<file path="src/rtl/pipe_stage_chain_pkg.sv">
// Shared sizing helper and skid-slot state encoding for pipe_stage_chain and pipe_stage.
// The ONE/TWO states are only used when PIPE_SKID_EN is defined.
package pipe_stage_chain_pkg;

    typedef enum logic [1:0] {
        EMPTY = 2'd0,
        ONE   = 2'd1,
        TWO   = 2'd2
    } stage_state_e;

    // Wide enough for the skid build's 2*DEPTH entries, so both builds share one port width.
    function automatic int occ_width(input int depth);
        return $clog2(2 * depth + 1);
    endfunction

endpackage

</file>
<file path="src/rtl/pipe_stage_chain_pipe_stage.sv">
// One valid/ready register slice of pipe_stage_chain.
// PIPE_SKID_EN adds a skid slot and makes in_ready a pure function of registered state.
module pipe_stage
    import pipe_stage_chain_pkg::*;
#(
    parameter int                DATA_W    = 32,
    parameter logic [DATA_W-1:0] NOP_VALUE = '0
) (
    input  logic              clock,
    input  logic              reset_n,
    input  logic              flush,
    input  logic              in_valid,
    output logic              in_ready,
    input  logic [DATA_W-1:0] in_data,
    output logic              out_valid,
    input  logic              out_ready,
    output logic [DATA_W-1:0] out_data
);

`ifdef PIPE_SKID_EN
    stage_state_e      state_q, state_d;
    logic [DATA_W-1:0] main_q, main_d;
    logic [DATA_W-1:0] skid_q, skid_d;
    logic              push;
    logic              pop;

    assign in_ready  = (state_q != TWO);
    assign out_valid = (state_q != EMPTY);
    assign out_data  = main_q;
    assign push      = in_valid & in_ready;
    assign pop       = out_valid & out_ready;

    always_comb begin
        state_d = state_q;
        main_d  = main_q;
        skid_d  = skid_q;
        if (flush) begin
            state_d = EMPTY;
            main_d  = NOP_VALUE;
            skid_d  = NOP_VALUE;
        end else begin
            case (state_q)
                EMPTY: begin
                    if (push) begin
                        state_d = ONE;
                        main_d  = in_data;
                    end
                end
                ONE: begin
                    if (push && pop) begin
                        main_d = in_data;
                    end else if (push) begin
                        state_d = TWO;
                        skid_d  = in_data;
                    end else if (pop) begin
                        state_d = EMPTY;
                        main_d  = NOP_VALUE;
                    end
                end
                TWO: begin
                    // Ready was low this cycle, so only a pop can happen here.
                    if (pop) begin
                        state_d = ONE;
                        main_d  = skid_q;
                        skid_d  = NOP_VALUE;
                    end
                end
                default: begin
                    state_d = EMPTY;
                    main_d  = NOP_VALUE;
                    skid_d  = NOP_VALUE;
                end
            endcase
        end
    end

    always_ff @(posedge clock or negedge reset_n) begin
        if (!reset_n) begin
            state_q <= EMPTY;
            main_q  <= NOP_VALUE;
            skid_q  <= NOP_VALUE;
        end else begin
            state_q <= state_d;
            main_q  <= main_d;
            skid_q  <= skid_d;
        end
    end
`else
    logic              valid_q, valid_d;
    logic [DATA_W-1:0] data_q, data_d;

    assign in_ready  = ~valid_q | out_ready;
    assign out_valid = valid_q;
    assign out_data  = data_q;

    always_comb begin
        valid_d = valid_q;
        data_d  = data_q;
        if (flush) begin
            valid_d = 1'b0;
            data_d  = NOP_VALUE;
        end else if (in_ready) begin
            valid_d = in_valid;
            data_d  = in_valid ? in_data : NOP_VALUE;
        end
    end

    always_ff @(posedge clock or negedge reset_n) begin
        if (!reset_n) begin
            valid_q <= 1'b0;
            data_q  <= NOP_VALUE;
        end else begin
            valid_q <= valid_d;
            data_q  <= data_d;
        end
    end
`endif

endmodule

</file>
<file path="src/rtl/pipe_stage_chain.sv">
// DEPTH-stage valid/ready pipeline with flush and an occupancy count.
// Define PIPE_SKID_EN to give every stage a skid slot (capacity 2*DEPTH, registered ready).
module pipe_stage_chain
    import pipe_stage_chain_pkg::*;
#(
    parameter int                DATA_W    = 32,
    parameter int                DEPTH     = 2,
    parameter logic [DATA_W-1:0] NOP_VALUE = '0
) (
    input  logic                          clock,
    input  logic                          reset_n,
    input  logic                          flush,
    input  logic                          in_valid,
    output logic                          in_ready,
    input  logic [DATA_W-1:0]             in_data,
    output logic                          out_valid,
    input  logic                          out_ready,
    output logic [DATA_W-1:0]             out_data,
    output logic [occ_width(DEPTH)-1:0]   occupancy
);

    localparam int OCC_W = occ_width(DEPTH);

    logic             head_valid;
    logic             head_ready;
    logic             init_q, init_d;
    logic [OCC_W-1:0] occ_q, occ_d;
    logic             accept;
    logic             deliver;

    // init_q holds in_ready low until the first edge after reset releases.
    assign in_ready   = init_q & ~flush & head_ready;
    assign head_valid = in_valid & init_q & ~flush;
    assign accept     = in_valid & in_ready;
    assign deliver    = out_valid & out_ready;
    assign occupancy  = occ_q;

    for (genvar i = 0; i < DEPTH; i++) begin : g_stage
        logic              up_valid;
        logic              up_ready;
        logic [DATA_W-1:0] up_data;
        logic              dn_valid;
        logic              dn_ready;
        logic [DATA_W-1:0] dn_data;

        if (i == 0) begin : g_head
            assign up_valid = head_valid;
            assign up_data  = in_data;
        end else begin : g_body
            assign up_valid = g_stage[i-1].dn_valid;
            assign up_data  = g_stage[i-1].dn_data;
        end

        if (i == DEPTH - 1) begin : g_tail
            assign dn_ready = out_ready;
        end else begin : g_link
            assign dn_ready = g_stage[i+1].up_ready;
        end

        pipe_stage #(
            .DATA_W    (DATA_W),
            .NOP_VALUE (NOP_VALUE)
        ) u_stage (
            .clock     (clock),
            .reset_n   (reset_n),
            .flush     (flush),
            .in_valid  (up_valid),
            .in_ready  (up_ready),
            .in_data   (up_data),
            .out_valid (dn_valid),
            .out_ready (dn_ready),
            .out_data  (dn_data)
        );
    end

    assign head_ready = g_stage[0].up_ready;
    assign out_valid  = g_stage[DEPTH-1].dn_valid;
    assign out_data   = g_stage[DEPTH-1].dn_data;

    always_comb begin
        init_d = 1'b1;
        occ_d  = occ_q;
        if (flush) begin
            occ_d = '0;
        end else if (accept && !deliver) begin
            occ_d = occ_q + OCC_W'(1);
        end else if (!accept && deliver) begin
            occ_d = occ_q - OCC_W'(1);
        end
    end

    always_ff @(posedge clock or negedge reset_n) begin
        if (!reset_n) begin
            init_q <= 1'b0;
            occ_q  <= '0;
        end else begin
            init_q <= init_d;
            occ_q  <= occ_d;
        end
    end

endmodule

</file>
<file path="config.mk">
export PLATFORM = sky130hd
export DESIGN_NAME = pipe_stage_chain
export DESIGN_NICKNAME = d
export VERILOG_FILES = /design/src/rtl/pipe_stage_chain_pkg.sv /design/src/rtl/pipe_stage_chain_pipe_stage.sv /design/src/rtl/pipe_stage_chain.sv
export SDC_FILE = /design/constraint.sdc
export NUM_CORES = 1
export LEC_CHECK = 0
export CAP_MARGIN = 15
export CORE_MARGIN = 8
export CORE_UTILIZATION = 50
export CTS_CLUSTER_SIZE = 12
export DETAILED_ROUTE_END_ITERATION = 6
export GPL_TIMING_DRIVEN = 0
export PLACE_DENSITY = 0.82
export SLEW_MARGIN = 15
export SYNTH_ARGS = -nofsm -noshare
export SYNTH_HDL_FRONTEND = slang
export SYNTH_SLANG_ARGS = --single-unit
</file>
<file path="constraint.sdc">
create_clock -name clock -period 3.6 [get_ports clock]
set_input_delay 0.9 -clock clock [delete_from_list [all_inputs] [get_ports clock]]
set_output_delay 0.9 -clock clock [all_outputs]
set_load 0.05 [all_outputs]
</file>
# Yosys cells after proc, flatten, opt, wreduce, memory -nomap -nowiden
# Index checks and enable logic that the tools add are counted.
# word_totals
reg_bits	70
inputBits	37
out_inout_bits	37
elab_cells	39
# classes
addsub	2
muxes	13
bitwise_logic	11
reduce_logical	7
# ops
operator	count
$mux 32	6
$mux 3	3
$and 1x1->1	6
$mux 1	4
$reduce_bool 2->1	2
$add 3x1->3 const B	1
$not 1->1	3
$reduce_bool 3->1	1
$sub 3x1->3 const B	1
$logic_and 1x1->1	2
$logic_not 1->1	2
$or 1x1->1	2

# Longest topological paths before layout
# Gate-level depths: netlist of the first run.
# logic_depth
word_depth	10
ltp_mapped	10
ltp_nobuf	7

# Hierarchy
# A second synthesis of the first run with hierarchy kept.
# hier_totals
cells_unflattened	322
area_unflattened_um2	3464.6
# modules_own_cells
module	instances	cells_per_inst	area_each_um2	seq_area_each_um2
pipe_stage	2	148	1596.5	825.8
pipe_stage_chain	1	26	271.5	100.1

# Worst setup path after synthesis of the first run
# No wires, ideal clock.
# synth_timing
path_type	input to register
start	input port flush
end	register occ_q[2], in the netlist occupancy[2]
setup_ns	0.125
t_arrival_ns	2.692
required_ns	3.475
setup_slack_ns	0.783
cell_stages	10
path_buffers	3
path_cell_list	buf_4 > nor2b_1 > and3_1 > buf_4 > buf_2 > and2_1 > fa_1 > and3_1 > mux2i_1 > mux2_2
# synth_via
elab_chain_len	7
elab_cells_between_ends	10
cone_classes	2 x mux; 4 x bitwise; 4 x reduce/logical
# synth_rtl
element	line_no	source
from (decl)	pipe_stage_chain.sv:12	input logic flush,
$not 1->1	pipe_stage_chain.sv:32	assign in_ready = init_q & ~flush & head_ready;
$and 1x1->1 (2 in a row)	pipe_stage_chain.sv:32	
$and 1x1->1	pipe_stage_chain.sv:34	assign accept = in_valid & in_ready;
$logic_and 1x1->1 or $logic_not 1->1 (tied branches)	pipe_stage_chain.sv:85, pipe_stage_chain.sv:87	
$mux 3 or $logic_and 1x1->1 (tied branches)	pipe_stage_chain.sv:85, pipe_stage_chain.sv:87	
$mux 3 or $reduce_bool 3->1 (tied branches)	--	
to (signal assigned)	pipe_stage_chain.sv:95	occ_q <= '0;
to (signal assigned)	pipe_stage_chain.sv:98	occ_q <= occ_d;
to (decl)	pipe_stage_chain.sv:27	logic [OCC_W-1:0] occ_q, occ_d;
# Parallel ways exist; a longest one is shown, timed or not.
# A chain may end at the register's enable or synchronous reset.

# Worst setup path after layout of the first run
# layout_timing
start	input port out_ready
end	output port in_ready
# layout_via
elab_chain_len	3
# layout_rtl
element	line_no	source
from (decl)	pipe_stage_chain.sv:17	input logic out_ready,
$or 1x1->1 (2 in a row)	pipe_stage_chain_pipe_stage.sv:92	assign in_ready = ~valid_q | out_ready;
$and 1x1->1	pipe_stage_chain.sv:32	
to (decl)	pipe_stage_chain.sv:14	output logic in_ready,
# No other way between the ends.

==> results.yml, run 1 <==
floorplanning:
  die_h_um: 87.9
  start_util_pct: 51.2
  die_area_um2: 7720
  row_count: 26
  die_w_um: 87.9
  core_area_um2: 5040
  boundaryPins: 74
sta:
  period_share_pct: 94.9
  finClkSkew_ns: 0.0115
  drv_slew: 0
  tightest_slew_ns: 0.539
  clock.fmax_mhz: 293
  rsz0062_at_grt: "no"
  fin_setup_tns_ns: 0
  holdWs_ns: 0.495
  period_minus_slack_ns: 3.42
  worst_slack_ns: 0.183
  timing.slew.headroom_pct: 63.9
  finalSetupViolCount: 0
  hold_viol: 0
route:
  dr_total_vias: 1812
  drt-total-wl_um: 5720
  avgRoutedWirePerCell_um: 16.9
  viasPerCell: 5.36
  maxUsedRoutingLayer: "met4"
  wl_met3_um: 422
  post-route-drc-count: 0
  ant_nets: 0
  first_pass_iters: 5
  drtIter0Drc: 42
  wl_met1_um: 2570
  wl_met2_um: 2690
grt:
  first_global_vias: 1983
  grt_overflow_total: 0
  grt_usage_pct: 16.4
  grt_max_degree: 39
  grt_pass1_wl_um: 9630
  antenna_found_initial: 0
clock_network:
  hold_buffers: 0
  clockBufferDepth: 2
  cts_resized: 0
  path_clk_slew_ns: 0.07
  cts_num_sinks: 70
  insertion_delay_ns: 0.33
  cts_made_buffers: 9
  h-tree-depth: 3
  cts_setup_buffers: 0
  root_buffer: "clkbuf_8"
  cts_tree: "built"
place:
  placedCellCount: 322
  gp_congestion: 0.712
  portBuffers: 72
  dp_slack_ns: 0.149
  place_hpwl_um: 4120
critical_path:
  cp_data_required_time_ns: 2.70
  cp-start-kind: "input port"
  reg2regPathDepth: 9
  rr_startpoint: "g_stage[1].u_stage.out_valid"
  endpoint: "in_ready"
  ff2ff_setup_slack_ns: 1.17
  critPathLaunch: "out_ready"
  cp.arrival_ns: 2.52
  crit_path_max_fanout: 5
  crit_type: "in2out"
  regToRegEndpoint: "occupancy[2]"
  cp-end-kind: "primary output"
yosys:
  async_reset_ff_share_pct: 100
  synth_cell_type_count: 22
  synth-edff-count: 0
  yosys_warnings: 0
  synth_ff_type: "dfrtp_1"
  synth-seq-cells: 70
  syn_inst: 179
  syn-num-nets: 217
  yosysSeqAreaShare_pct: 67.9
  syn_area_per_cell_um2: 14.4
  syn_area_um2: 2580
cells_and_area:
  drive_above_1_share_pct: 11.2
  layout.cells.most_common: "clkdlybuf4s50_1"
  final_nets: 301
  final_cell_mix: "71 x clkdlybuf4s50_1, 70 x dfrtp_1, 64 x a22o_1"
  instances_no_fill: 338
  fillCellCount: 362
  area_growth_pct: 40.1
  n_antenna_cell: 0
  seqCellArea_um2: 1750
  multi_input_area_um2: 747
run_status:
  status: "finished, final reports clean"
hold_path:
  hold_path_class: "reg2reg"
run:
  drv_cap: 0
pwr:
  leakagePower_nw: 1.69
  power_density_nw_per_um2: 435
  ir_worst_vdd_mv: 0.290
## cell families after synthesis
kind of cell	count (synthesis)	share of synthesized area, %
XOR/XNOR	1	0.339
buffers and inverters	17	3.20
other	1	0.145
AO/OA/AOI/OAI	66	22.1
adder cells (fa/ha/maj)	1	0.776
multiplexers	4	1.70
flip-flops	70	67.9
AND/OR/NAND/NOR	19	3.88
## worst min path at each step
| stage | to | startpoint | depth (start not counted) |
|---|---|---|---|
| 2_1_floorplan | g_stage[0].u_stage.out_data[0] | g_stage[0].u_stage.out_data[0] | 1 |
| 3_3_place_gp | g_stage[1].u_stage.out_data[26] | g_stage[0].u_stage.out_data[26] | 1 |
| 3_5_place_dp | g_stage[0].u_stage.out_data[21] | g_stage[0].u_stage.out_data[21] | 1 |
| 4_1_cts | g_stage[1].u_stage.out_data[21] | g_stage[0].u_stage.out_data[21] | 1 |
| 5_1_grt | g_stage[0].u_stage.out_data[8] | g_stage[0].u_stage.out_data[8] | 1 |
| 6_report | g_stage[1].u_stage.out_data[21] | g_stage[0].u_stage.out_data[21] | 1 |
## power breakdown
group	switching, mW	internal [mW]	total, mW
Clock	0.279	0.360	0.640
Combinational	0.0610	0.0622	0.123
Sequential	0.00886	0.800	0.809
## cell usage after synthesis (all sizes together) (2+ instances only)
master  number  area share [%]
a22o        64              22
buf         11             2.3
dfrtp       70              68
mux2         3             1.3
nor2         7             1.0
inv          2            0.29
nand2b       2            0.48
and3         2            0.48
clkbuf       4            0.58
and2         2            0.48
nor2b        3            0.73
## layout make-up
class                           count  share of cell area [%]
Tap cell                           70                    2.42
Multi-Input combinational cell     92                    20.7
Clock buffer                       12                    4.29
Sequential cell                    70                    48.4
Inverter                            2                   0.208
Clock inverter                      4                    1.52
Timing Repair Buffer               73                    20.4
Buffer                             15                    2.08
## routing by layer
metal,vias up,GRT usage [%]
met4,0,6.56
met2,51,24.2
met1,921,21.0
li1,835,-
met5,-,0
met3,5,6.38
## critical path, stage by stage
cell,delay (ns)
clkdlybuf4s50_1,0.54
nand3b_1,0.15
and2_1,0.13
clkdlybuf4s50_1,0.80
## sequential cells by signal, summed over array words and instances (netlist names)
name and count:
g_stage.u_stage.out_valid 2, g_stage.u_stage.out_data 64, occupancy 3, init_q 1
## per-stage QoR
stage / total power, mW / area, um2 / util, %
after global placement: 0.943 / 3390 / 67.2
after CTS: 1.59 / 3620 / 71.7
after detailed placement: 0.949 / 3410 / 67.6
after floorplan: 0.873 / 2580 / -
after global routing: 1.64 / 3620 / 71.7
final: 1.57 / 3620 / 71.7
No activity file was read; power rests on OpenSTA's default activity.
==> run 2: changes to the inputs <==
PLACE_DENSITY = 0.78   (was 0.82)
SYNTH_HIERARCHICAL = 1   (was not set)
==> run 2 against run 1 <==
  * Final area grew 26%
  * Sequential cell count is the same
  * Sequential power shrank 0.7%
==> results.yml, run 2 <==
run_status:
  status: "finished, final reports clean"
sta:
  holdWs_ns: 0.492
  finalSetupViolCount: 0
  worst_slack_ns: 0.182
  hold_viol: 0
  tightest_slew_ns: 0.547
  period_share_pct: 94.9
  fin_setup_tns_ns: 0
  timing.slew.headroom_pct: 63.4
  clock.fmax_mhz: 293
  period_minus_slack_ns: 3.42
  drv_slew: 0
  rsz0062_at_grt: "no"
  finClkSkew_ns: 0.0111
yosys:
  synth-edff-count: 0
  synth_compound_area_share_pct: 13.5
  muxShareOfSynthArea_pct: 1.26
  synth_xor_xnor_area_share_pct: 0.469
  synth_area_leader_cell: "dfrtp_1"
  yosys_warnings: 6
  syn_area_um2: 3460
  synth-seq-cells: 70
  yosysMostFrequentCell: "dfrtp_1"
  async_reset_ff_share_pct: 100
  syn_area_per_cell_um2: 10.8
  synth_area_leaders: "dfrtp_1 51%, nand3_2 11%, a21oi_2 9.6%"
  yosysSeqAreaShare_pct: 50.6
  synth_cell_type_count: 25
  synth_common_cells: "70 x dfrtp_1, 64 x nand2_1, 39 x nand3_2"
  synth_ff_type: "dfrtp_1"
  yosys.area_share.simple_pct: 25.1
  synth_top_family_by_area: "simple AND/OR/NAND/NOR gates"
  yosys.area.top_type_share_pct: 50.6
  syn-num-nets: 360
  syn_inst: 322
  yosys.area_share.adder_pct: 0.578
place:
  gp_congestion: 0.744
  dp_slack_ns: -0.635
  placed_cell_area_um2: 4310
  place_hpwl_um: 5600
  portBuffers: 73
critical_path:
  rr_startpoint: "g_stage[1].u_stage/out_valid"
  cp_data_required_time_ns: 2.70
  max_stage_delay_ns: 0.30
  crit_path_max_fanout: 11
  cp.arrival_ns: 2.52
  cp-start-kind: "input port"
  reg2regPathDepth: 14
  regToRegEndpoint: "occupancy[2]"
  crit_family: "buffers and inverters"
  critPathLaunch: "out_ready"
  worstPathCellList: "dlygate4sd2_1, nor2b_4, buf_6, inv_8, buf_12, nor2b_4, buf_6, inv_8, buf_12, and3b_2, buf_4"
  ff2ff_setup_slack_ns: 0.57
  cp-end-kind: "primary output"
  slowest_stage: "dlygate4sd2_1"
  crit_type: "in2out"
  crit_buf_inv: 8
floorplanning:
  die_w_um: 99.2
  die_area_um2: 9850
  row_count: 30
  die_h_um: 99.2
  start_util_pct: 51.3
  boundaryPins: 74
  core_area_um2: 6760
pwr:
  swShare_pct: 22.2
  ir_worst_vdd_mv: 0.232
  power.switching_uw: 389
  power_density_nw_per_um2: 384
  p_comb_share_pct: 9.0
  pwr-share-clk_pct: 45.2
  p_int_mw: 1.36
  p_seq_share_pct: 45.8
  leakagePower_nw: 1.79
cells_and_area:
  fillCellCount: 519
  final_nets: 445
  multi_input_area_um2: 1420
  drive_above_1_share_pct: 32.5
  area_growth_pct: 31.8
  final_cell_mix: "70 x dfrtp_1, 70 x clkdlybuf4s50_1, 64 x nand2_1"
  final_area_um2: 4570
  largest_reg_flops: 64
  seqCellArea_um2: 1750
  n_antenna_cell: 0
  fin_util_pct: 67.6
clock_network:
  path_clk_slew_ns: 0.08
  hold_buffers: 0
  insertion_delay_ns: 0.34
  cts_resized: 7
  cts_setup_buffers: 0
  cts_made_buffers: 9
  clockBufferDepth: 2
  h-tree-depth: 3
  cts_num_sinks: 70
  root_buffer: "clkbuf_8"
  cts_tree: "built"
route:
  first_pass_iters: 4
  drt-total-wl_um: 7740
  drtIter0Drc: 114
  post-route-drc-count: 0
  avgRoutedWirePerCell_um: 15.7
  viasPerCell: 5.26
  dr_total_vias: 2589
  ant_nets: 0
grt:
  grt_overflow_total: 0
  grt_usage_pct: 16.6
  grt_pass1_wl_um: 13200
  first_global_vias: 2737
  grt_max_degree: 41
  antenna_found_initial: 0
hold_path:
  hold_path_class: "in2async"
run:
  drv_cap: 0
[run 2: cell types whose count changed in the layout (fill, tap and decap cells not counted), moves of 3 or more]
cell / change
buf_12: +6
a22o_1: -64
buf_2: +3
a21oi_2: +38
nand2_1: +63
buf_4: +5
nand3_1: +26
nand3_2: +39
a21oi_1: +26
[run 2: how the worst max path moves through the flow]
stage                                       to  cells past startpoint
6_report                              in_ready                     11
5_1_grt                           occupancy[2]                     15
4_1_cts                               in_ready                     11
3_5_place_dp                          in_ready                     11
3_3_place_gp   g_stage[1].u_stage/out_data[13]                      1
2_1_floorplan                     occupancy[2]                     14
[run 2: kinds of logic (layout without fill, tap and decap cells)]
group                      count (synthesis)  in the layout
and+or+nand+nor                          146            146
DFF                                       70             70
AOI/OAI and AO/OA                         65             65
buffers and inverters                     34            124
muxes                                      4              4
adders and majority gates                  1              1
other                                      1              1
xor gates and xnor gates                   1              1
[run 2: power by group through the flow]
| stage | combinational, mW | sequential, mW | clock, mW |
|---|---|---|---|
| 6_report | 0.158 | 0.803 | 0.791 |
| 5_1_grt | 0.172 | 0.804 | 0.848 |
| 4_1_cts | 0.160 | 0.803 | 0.808 |
| 3_5_place_dp | 0.160 | 0.818 | 0 |
| 3_3_place_gp | 0.154 | 0.818 | 0 |
| 2_1_floorplan | 0.0614 | 0.830 | 0 |
[run 2: layout make-up]
| cell class | instances | area share [%] |
|---|---|---|
| clock inverter | 5 | 2.30 |
| multi-input combinational | 218 | 31.1 |
| clock buffer | 11 | 3.32 |
| timing repair buffer | 74 | 16.3 |
| inverter | 4 | 0.658 |
| buffer | 30 | 5.75 |
| sequential | 70 | 38.4 |
| tap | 80 | 2.19 |
[run 2: per-layer routing]
layer | wire length (um) | track usage (%) | up-vias
met4 | 108 | 5.94 | 0
met1 | 3410 | 20.9 | 1255
li1 | - | - | 1256
met3 | 404 | 4.82 | 10
met2 | 3810 | 26.5 | 68
met5 | 0 | 0 | -
[run 2: stage by stage]
| step | power, mW | std cells |
|---|---|---|
| floorplan | 0.891 | 322 |
| global placement | 0.972 | 475 |
| detailed placement | 0.978 | 476 |
| CTS | 1.77 | 492 |
| global route | 1.82 | 492 |
| finish | 1.75 | 492 |
[run 2: worst register-to-register path, stage by stage, from the launching register on]
cell and delay, ns:
dfrtp_1 0.44, nor2b_4 0.18, buf_6 0.14, inv_8 0.06, buf_12 0.14, nor2b_4 0.10, buf_6 0.14, inv_8 0.06
buf_12 0.14, and3b_2 0.21, and3_2 0.22, fa_1 0.40, and3_1 0.20, mux2i_1 0.14, mux2_2 0.34
